File: src/rtl/vcu_pkg.sv
// rtl/vcu_pkg.sv - opcode, ALU control, FSM state and control-word types for vector_control_unit
package vcu_pkg;

  typedef enum logic [3:0] {
    OP_ADD = 4'b0000,
    OP_SUB = 4'b0001,
    OP_AND = 4'b0010,
    OP_ORR = 4'b0011,
    OP_LSL = 4'b0100,
    OP_CMP = 4'b0101,
    OP_SET = 4'b0110,
    OP_LDR = 4'b0111,
    OP_STR = 4'b1000,
    OP_BEQ = 4'b1010,
    OP_BGE = 4'b1011,
    OP_NOP = 4'b1100
  } opcode_e;

  localparam logic [3:0] ALU_ADD  = 4'b0000;
  localparam logic [3:0] ALU_SUB  = 4'b0001;
  localparam logic [3:0] ALU_AND  = 4'b0010;
  localparam logic [3:0] ALU_ORR  = 4'b0011;
  localparam logic [3:0] ALU_LSL  = 4'b0100;
  localparam logic [3:0] ALU_CMP  = 4'b0101;
  localparam logic [3:0] ALU_SET  = 4'b0110;
  localparam logic [3:0] ALU_LDR  = 4'b0111;
  localparam logic [3:0] ALU_STR  = 4'b1000;
  localparam logic [3:0] ALU_BEQ  = 4'b1010;
  localparam logic [3:0] ALU_BGE  = 4'b1011;
  localparam logic [3:0] ALU_NONE = 4'b0000;

  typedef enum logic [1:0] {
    ST_IDLE,
    ST_EXEC,
    ST_HALT
  } state_e;

  typedef struct packed {
    logic       reg_write;
    logic       mem_write;
    logic       branch;
    logic       result_src;
    logic [3:0] alu_control;
  } ctl_word_t;

  // Data-path ops run once per beat; CMP/SET/branch/NOP stay single-beat even in vector mode.
  function automatic logic is_vector_op(input logic [3:0] op);
    return (op <= OP_LSL) || (op == OP_LDR) || (op == OP_STR);
  endfunction

endpackage

File: src/rtl/vcu_decoder.sv
// rtl/vcu_decoder.sv - combinational opcode/imm to control-word decode; unknown opcodes are END
module vcu_decoder
  import vcu_pkg::*;
(
  input  logic [3:0] opcode,
  input  logic       imm,
  output ctl_word_t  ctl,
  output logic       is_end
);

  always_comb begin
    ctl    = '0;
    is_end = 1'b0;
    case (opcode)
      OP_ADD:  ctl = '{1'b1, 1'b0, 1'b0, 1'b0, ALU_ADD};
      OP_SUB:  ctl = '{1'b1, 1'b0, 1'b0, 1'b0, ALU_SUB};
      OP_AND:  ctl = '{1'b1, 1'b0, 1'b0, 1'b0, ALU_AND};
      OP_ORR:  ctl = '{1'b1, 1'b0, 1'b0, 1'b0, ALU_ORR};
      OP_LSL:  ctl = '{1'b1, 1'b0, 1'b0, 1'b0, ALU_LSL};
      OP_CMP:  ctl = '{1'b0, 1'b0, 1'b0, 1'b0, ALU_CMP};
      OP_SET:  ctl = '{1'b1, 1'b0, 1'b0, imm,  ALU_SET};
      OP_LDR:  ctl = '{1'b1, 1'b0, 1'b0, 1'b1, ALU_LDR};
      OP_STR:  ctl = '{1'b0, 1'b1, 1'b0, 1'b1, ALU_STR};
      OP_BEQ:  ctl = '{1'b0, 1'b0, 1'b1, 1'b1, ALU_BEQ};
      OP_BGE:  ctl = '{1'b0, 1'b0, 1'b1, 1'b1, ALU_BGE};
      OP_NOP:  ctl = '{1'b0, 1'b0, 1'b0, 1'b0, ALU_NONE};
      default: is_end = 1'b1;
    endcase
  end

endmodule

File: src/rtl/vector_control_unit.sv
// rtl/vector_control_unit.sv - sequential control unit: handshake, beat sequencing, branch resolution
// Optional VCU_PERF_CNT_EN adds saturating perf_instr_cnt / perf_beat_cnt outputs.
module vector_control_unit
  import vcu_pkg::*;
#(
  parameter int LANES     = 4,
  parameter int VEC_LEN   = 16,
  parameter int NUM_BEATS = VEC_LEN / LANES,
  parameter int BEAT_W    = (NUM_BEATS > 1) ? $clog2(NUM_BEATS) : 1
) (
  input  logic              clk,
  input  logic              rst,
  input  logic              instr_valid,
  output logic              instr_ready,
  input  logic [3:0]        opcode,
  input  logic              imm,
  input  logic              vec,
  input  logic              flag_z,
  input  logic              flag_n,
  input  logic              ctl_stall,
  output logic              ctl_valid,
  output logic              reg_write,
  output logic              mem_write,
  output logic              branch,
  output logic              branch_taken,
  output logic              result_src,
  output logic [3:0]        alu_control,
  output logic [BEAT_W-1:0] beat_idx,
  output logic              last_beat,
  output logic              halted
`ifdef VCU_PERF_CNT_EN
  ,
  output logic [31:0]       perf_instr_cnt,
  output logic [31:0]       perf_beat_cnt
`endif
);

  localparam logic [BEAT_W-1:0] BEAT_LAST = BEAT_W'(NUM_BEATS - 1);

  state_e            state_q, state_d;
  ctl_word_t         ctl_q, ctl_d, dec_ctl;
  logic              ctl_valid_q, ctl_valid_d;
  logic              taken_q, taken_d;
  logic [BEAT_W-1:0] beat_q, beat_d, beat_inc;
  logic              last_q, last_d;
  logic              halted_q, halted_d;
  logic              started_q, started_d;
  logic              dec_end, accept, load, multi, taken_now;

  vcu_decoder u_decoder (
    .opcode (opcode),
    .imm    (imm),
    .ctl    (dec_ctl),
    .is_end (dec_end)
  );

  // started_q keeps instr_ready low during reset and raises it one cycle after release.
  assign instr_ready = started_q &&
                       ((state_q == ST_IDLE) || (state_q == ST_EXEC && last_q && !ctl_stall));
  assign accept      = instr_valid && instr_ready;
  assign multi       = vec && is_vector_op(opcode) && (NUM_BEATS > 1);
  assign taken_now   = ((opcode == OP_BEQ) && flag_z) || ((opcode == OP_BGE) && !flag_n);
  assign beat_inc    = beat_q + 1'b1;

  always_comb begin
    state_d     = state_q;
    ctl_d       = ctl_q;
    ctl_valid_d = ctl_valid_q;
    taken_d     = taken_q;
    beat_d      = beat_q;
    last_d      = last_q;
    halted_d    = halted_q;
    started_d   = 1'b1;
    load        = 1'b0;
    case (state_q)
      ST_IDLE: load = accept;
      ST_EXEC: begin
        if (!ctl_stall) begin
          if (!last_q) begin
            beat_d = beat_inc;
            last_d = (beat_inc == BEAT_LAST);
          end else if (accept) begin
            load = 1'b1;
          end else begin
            state_d     = ST_IDLE;
            ctl_d       = '0;
            ctl_valid_d = 1'b0;
            taken_d     = 1'b0;
            beat_d      = '0;
            last_d      = 1'b0;
          end
        end
      end
      ST_HALT: ;
      default: state_d = ST_IDLE;
    endcase
    if (load) begin
      beat_d = '0;
      if (dec_end) begin
        state_d     = ST_HALT;
        halted_d    = 1'b1;
        ctl_d       = '0;
        ctl_valid_d = 1'b0;
        taken_d     = 1'b0;
        last_d      = 1'b0;
      end else begin
        state_d     = ST_EXEC;
        ctl_d       = dec_ctl;
        ctl_valid_d = 1'b1;
        taken_d     = taken_now;
        last_d      = !multi;
      end
    end
  end

  always_ff @(posedge clk) begin
    if (rst) begin
      state_q     <= ST_IDLE;
      ctl_q       <= '0;
      ctl_valid_q <= 1'b0;
      taken_q     <= 1'b0;
      beat_q      <= '0;
      last_q      <= 1'b0;
      halted_q    <= 1'b0;
      started_q   <= 1'b0;
    end else begin
      state_q     <= state_d;
      ctl_q       <= ctl_d;
      ctl_valid_q <= ctl_valid_d;
      taken_q     <= taken_d;
      beat_q      <= beat_d;
      last_q      <= last_d;
      halted_q    <= halted_d;
      started_q   <= started_d;
    end
  end

  assign ctl_valid    = ctl_valid_q;
  assign reg_write    = ctl_q.reg_write;
  assign mem_write    = ctl_q.mem_write;
  assign branch       = ctl_q.branch;
  assign result_src   = ctl_q.result_src;
  assign alu_control  = ctl_q.alu_control;
  assign branch_taken = taken_q;
  assign beat_idx     = beat_q;
  assign last_beat    = last_q;
  assign halted       = halted_q;

`ifdef VCU_PERF_CNT_EN
  logic [31:0] instr_cnt_q, instr_cnt_d, beat_cnt_q, beat_cnt_d;

  always_comb begin
    instr_cnt_d = instr_cnt_q;
    beat_cnt_d  = beat_cnt_q;
    if (accept && (instr_cnt_q != '1)) instr_cnt_d = instr_cnt_q + 32'd1;
    if (ctl_valid_q && !ctl_stall && (beat_cnt_q != '1)) beat_cnt_d = beat_cnt_q + 32'd1;
  end

  always_ff @(posedge clk) begin
    if (rst) begin
      instr_cnt_q <= '0;
      beat_cnt_q  <= '0;
    end else begin
      instr_cnt_q <= instr_cnt_d;
      beat_cnt_q  <= beat_cnt_d;
    end
  end

  assign perf_instr_cnt = instr_cnt_q;
  assign perf_beat_cnt  = beat_cnt_q;
`endif

endmodule
File: config.mk
export PLATFORM = sky130hd
export DESIGN_NAME = vector_control_unit
export DESIGN_NICKNAME = d
export VERILOG_FILES = /design/src/rtl/vcu_pkg.sv /design/src/rtl/vcu_decoder.sv /design/src/rtl/vector_control_unit.sv
export SDC_FILE = /design/constraint.sdc
export NUM_CORES = 1
export LEC_CHECK = 0
export ABC_CLOCK_PERIOD_IN_PS = 3500
export CAP_MARGIN = 30
export CELL_PAD_IN_SITES_DETAIL_PLACEMENT = 1
export CELL_PAD_IN_SITES_GLOBAL_PLACEMENT = 1
export CORE_MARGIN = 2
export CORE_UTILIZATION = 35
export DETAILED_ROUTE_END_ITERATION = 16
export GPL_ROUTABILITY_DRIVEN = 0
export PLACE_DENSITY_LB_ADDON = 0.25
export RECOVER_POWER = 50
export SLEW_MARGIN = 20
export SYNTH_ARGS = -nofsm -noshare
export SYNTH_HDL_FRONTEND = slang
export SYNTH_HIERARCHICAL = 1
export SYNTH_SLANG_ARGS = --single-unit
File: constraint.sdc
create_clock -name clk -period 3.5 [get_ports clk]
set_input_delay 0.875 -clock clk [delete_from_list [all_inputs] [get_ports clk]]
set_output_delay 0.875 -clock clk [all_outputs]
set_load 0.05 [all_outputs]
* Word level (Yosys, flattened, before mapping)
Cells that the tools add are included.
** Word-level totals
- Input port bits :: 12
- Logic and storage cells :: 95
- Output and inout port bits :: 15
- Bits in registers :: 17
** Cells by class
- $lt $le $gt $ge :: 1
- Eq/ne operators :: 21
- Add/subtract/negate cells :: 1
- Reduce and logical (&&, ||, !) cells :: 26
- Bitwise gates (word level) :: 2
- Muxes and demuxes :: 32
** Operators with widths (count)
- $pmux 8 s11 :: 1
- $mux 8 :: 6
- $mux 1 :: 17
- $eq 4x3->1 const B :: 4
- $eq 4x4->1 const B :: 4
- $mux 2 :: 6
- $reduce_or 12->1 :: 1
- $ne 3x3->1 const B :: 3
- $eq 4x2->1 const B :: 2
- $reduce_and 4->1 :: 2
- $logic_and 1x1->1 :: 7
- $ne 2x1->1 const B :: 3
- $eq 2x2->1 const B :: 2
- $eq 4x1->1 const B :: 1
- $le 4x3->1 const B :: 1
- $logic_not 4->1 :: 1
- $logic_or 1x1->1 :: 4
- $pmux 2 s2 :: 1
- $reduce_and 2->1 :: 2
- $reduce_bool 2->1 :: 2
- $reduce_or 2->1 :: 2
- $logic_not 1->1 :: 3
- $reduce_and 3->1 :: 1
- $add 2x1->2 const B :: 1
- other kinds (5) :: 6

* Logic depth before layout (Yosys ltp)
- Word-level depth :: 12
- Gate-level depth with buffers :: 6
- Mapped depth without buffers :: 5

* Hierarchy
Netlist, hierarchy kept.
** By module, submodules not included
- vector_control_unit :: area each 749.5 um^2, cells an instance 78, sequential area each 340.3 um^2, times used 1
- vcu_decoder :: area each 101.3 um^2, cells an instance 16, sequential area each 0.0 um^2, times used 1

* Least setup slack after synthesis
No wires, ideal clock.
- Path kind :: input-to-output
- Start :: input ctl_stall
- End :: output instr_ready
- Stages :: 3
- Data required time :: 2625 ps
- Arrival time :: 1682 ps
- Setup slack :: 943 ps
- Cell sequence :: nand2b_4 > a21oi_1 > and2_1
** Between the ends
- Longest elaborated chain between the ends :: 4
** Ends and longest elaborated chain
- from (decl) :: RTL line vector_control_unit.sv:20 : input logic ctl_stall,
- $logic_not 1->1
- $logic_and 1x1->1 :: RTL line vector_control_unit.sv:59 : ((state_q == ST_IDLE) || (state_q == ST_EXEC && last_q && !ctl_stall));
- $logic_or 1x1->1 :: RTL line vector_control_unit.sv:59
- $logic_and 1x1->1 :: RTL line vector_control_unit.sv:58 : assign instr_ready = started_q &&
- to (decl) :: RTL line vector_control_unit.sv:14 : output logic instr_ready,
No other way between the ends.

* Worst setup path after layout
Ends and elaborated chain as after synthesis.

==> results.md <==
- Kind of end point of the critical path: primary output
- RSZ-0062 raised after global routing: no
- Net Sw Frac: between 30% and 40%
- Run status: complete, no violations
- Gr ovfl total: 0
- Post-CTS Setup Bufs: 0
- Fraction of layout cells with a size suffix above 1: between 10 and 15%
- Reg-to-reg startpoint: last_beat
- DRT Wirelength: between 2000 and 2500 um
- Post-Syn Nets: between 100 and 150
- Vias in the first global route: 789
- Leakage: 0.438 nW
- Row count: 17
- Clk slew on worst S/H paths: approximately 100 ps
- Die height: 53.3 um
- Sequential Power Share: 50.6%
- Die width: around 53 um
- H-tree depth: 1
- Average cell area after synthesis: 9.05 um^2
- CTS tree: yes
- CP Class: primary input to primary output
- Synth area leader: dfxtp_1
- Clock Tree Buf Depth: 2
- Area delta synth->final: 36.9%
- GR Util All Layers: 16.9%
- Synth Instances: 94
- Antenna-violating nets left: 0
- Post-place setup slack: approximately 490 ps
- First-pass GRT wire length: 3430 um
- Yosys top cell area share: between 40% and 50%
- Core area: roughly 2300 um^2
- Clock sinks: 17
- Initial DRC count: 12
- Ys Warns: 6
- Final setup TNS: 0 ps
- Initial antenna violation count: 0
- PortBufs: 26
- Clock power frac: around a quarter
- Worst-path fanout max: 3
- Data arrival, critical path: about 2300 ps
- Net Switching: between 0.0001 and 0.00015 W
- P per Cell Area: 351 nW/um^2
- Worst slew pin tran: between 500 and 600 ps
- Final worst setup slack: approximately 320 ps
- Total power: 0.000409 W
- R2R Setup Slk: 1840 ps
- NumNets Final: 137
- Die Area: around 2800 um^2
- Clock period minus worst slack: 3180 ps
- Worst hold stages: 2
- Final setup fails: 0
- Placement Cell Area: around 1100 um^2
- R2R cell count: 5
- # diodes: 0
- Worst min path class: flop to flop
- Fmax: roughly 0.31 GHz
- Cts hold-fix bufs: 0
- Worst slew margin: a little over 60%
- Effective utilization at floorplan: 37.7%
- # IOs: 27
- DR vias/cell: approximately 5
- Top post-synthesis cells by area: dfxtp_1, nor2_1, a22oi_1
- Fin. max-slew vios: 0
- Hold path start: halted
- WL/cell: approximately 14 um
- Comb pwr share: 23.9%
- Post-route cell area: 1160 um^2
- Worst-Skew Late Latency: between 200 and 300 ps
- Hold EP: halted
- CP Data Required Time: 2620 ps
- Pin count of the biggest net entering global routing: 16
- Worst setup SP type: primary input
- CTS buffer count: 3
- Hold_ws: 458 ps
- Reg2Reg Capture Point: alu_control[1]
- Synth Cell Area: approximately 850 um^2
- Tcrit/Tclk final: between 90 and 100%
- #FFs+latches synth: 17
- Final hold vios: 0
- HPWL after DPL: ~1600 um
- Max cap viols: 0
- Peak VDD IR: between 150 and 200 uV
- Unique masters post-synth: 35
- Via count: ~800
- DR pass1 iterations: 4
- Post-route DRC: 0
- Clk root buf: clkbuf_4
- Sequential fraction of the synthesis area: 40.0%
- Fill count: 290
- Clock Skews: around 3.2 ps
- Resized Gates After CTS: 0
- Reg area: 340 um^2
- Internal power: 0.000286 W
- Multi-input logic area: about 460 um^2
==> metal layers <==
layer | track usage [%] | share of wire (%) | wire [um]
met5 | 0 | 0 | 0
met4 | 7.69 | 1.6 | 33
met3 | 4.24 | 3.7 | 77
met2 | 29.4 | 51 | 1050
met1 | 19.0 | 44 | 900
==> cells in the mapped netlist <==
cell type	count
a31o_2	1
a2111oi_4	1
nor3b_4	1
o21a_1	1
a22oi_2	2
inv_1	4
nand2b_1	2
buf_6	1
nand4_1	1
and2_1	2
and2_2	1
buf_4	1
a21boi_1	1
nand2_1	4
a21oi_1	9
o2bb2ai_1	1
mux2_2	1
nor2_1	20
o22ai_2	1
clkbuf_1	1
ha_1	1
nand2b_4	1
nor2b_2	1
nand2b_2	1
a2111oi_0	1
dfxtp_1	17
nor3_1	2
nor2b_1	1
nand4bb_1	1
a22oi_1	7
nand3b_1	1
a211oi_1	1
o21ai_0	1
o31a_1	1
mux2i_1	1
==> critical path, cell delays in order <==
cell and delay (ps):
dlygate4sd3_1 590, nand2b_1 230, a21oi_1 250, and2_1 210, buf_12 140
==> state kept, by name (all words and copies together) (netlist names) <==
register / cells
beat_idx: 2
started_q: 1
state_q: 2
result_src: 1
reg_write: 1
ctl_valid: 1
branch_taken: 1
last_beat: 1
alu_control: 4
mem_write: 1
branch: 1
halted: 1
==> cell families after synthesis <==
family / Yosys count / synth area share (%)
AO/OA/AOI/OAI: 28 / 26.5
adder cells (fa/ha/maj): 1 / 1.47
buffers and inverters: 7 / 4.41
flip-flops: 17 / 40.0
multiplexers: 2 / 2.50
AND/OR/NAND/NOR: 39 / 25.1
==> power groups by stage <==
| stage | clock [W] | sequential (W) | combinational [W] |
|---|---|---|---|
| floorplan | 0 | 0.000229 | 0.0000432 |
| global placement | 0 | 0.000212 | 0.0000990 |
| detailed placement | 0 | 0.000212 | 0.000101 |
| CTS | 0.000110 | 0.000208 | 0.000101 |
| global route | 0.000118 | 0.000208 | 0.000105 |
| finish | 0.000104 | 0.000207 | 0.0000979 |
==> worst max path at each step <==
| stage | from | endpoint | depth (start not counted) |
|---|---|---|---|
| finish | ctl_stall | instr_ready | 5 |
| detailed placement | ctl_stall | instr_ready | 5 |
| floorplan | ctl_stall | instr_ready | 3 |
| global placement | ctl_stall | instr_ready | 5 |
| CTS | ctl_stall | instr_ready | 5 |
| global route | ctl_stall | instr_ready | 5 |
==> through the flow <==
stage	cells	util [%]
3_5_place_dp	147	50.9
2_1_floorplan	94	-
3_3_place_gp	147	50.9
4_1_cts	151	52.1
6_report	151	51.7
5_1_grt	151	51.7
==> placed cells by master, fill, tap and decap left out, types with 3 or more instances in the layout <==
cell type and instances:
inv_1 4, nor2_1 20, nand2_1 4, dfxtp_1 17, clkdlybuf4s50_1 12, a22oi_1 7
nand2b_1 3, clkbuf_4 3, dlygate4sd3_1 13, a21oi_1 9
==> final cells by class <==
class	count	share of cell area, %
multi-input combinational	70	39.7
timing repair buffer	28	24.5
clock buffer	4	2.26
tap	28	3.01
sequential	17	29.2
inverter	4	1.29
Note: power is estimated with default switching activity, not from simulation.
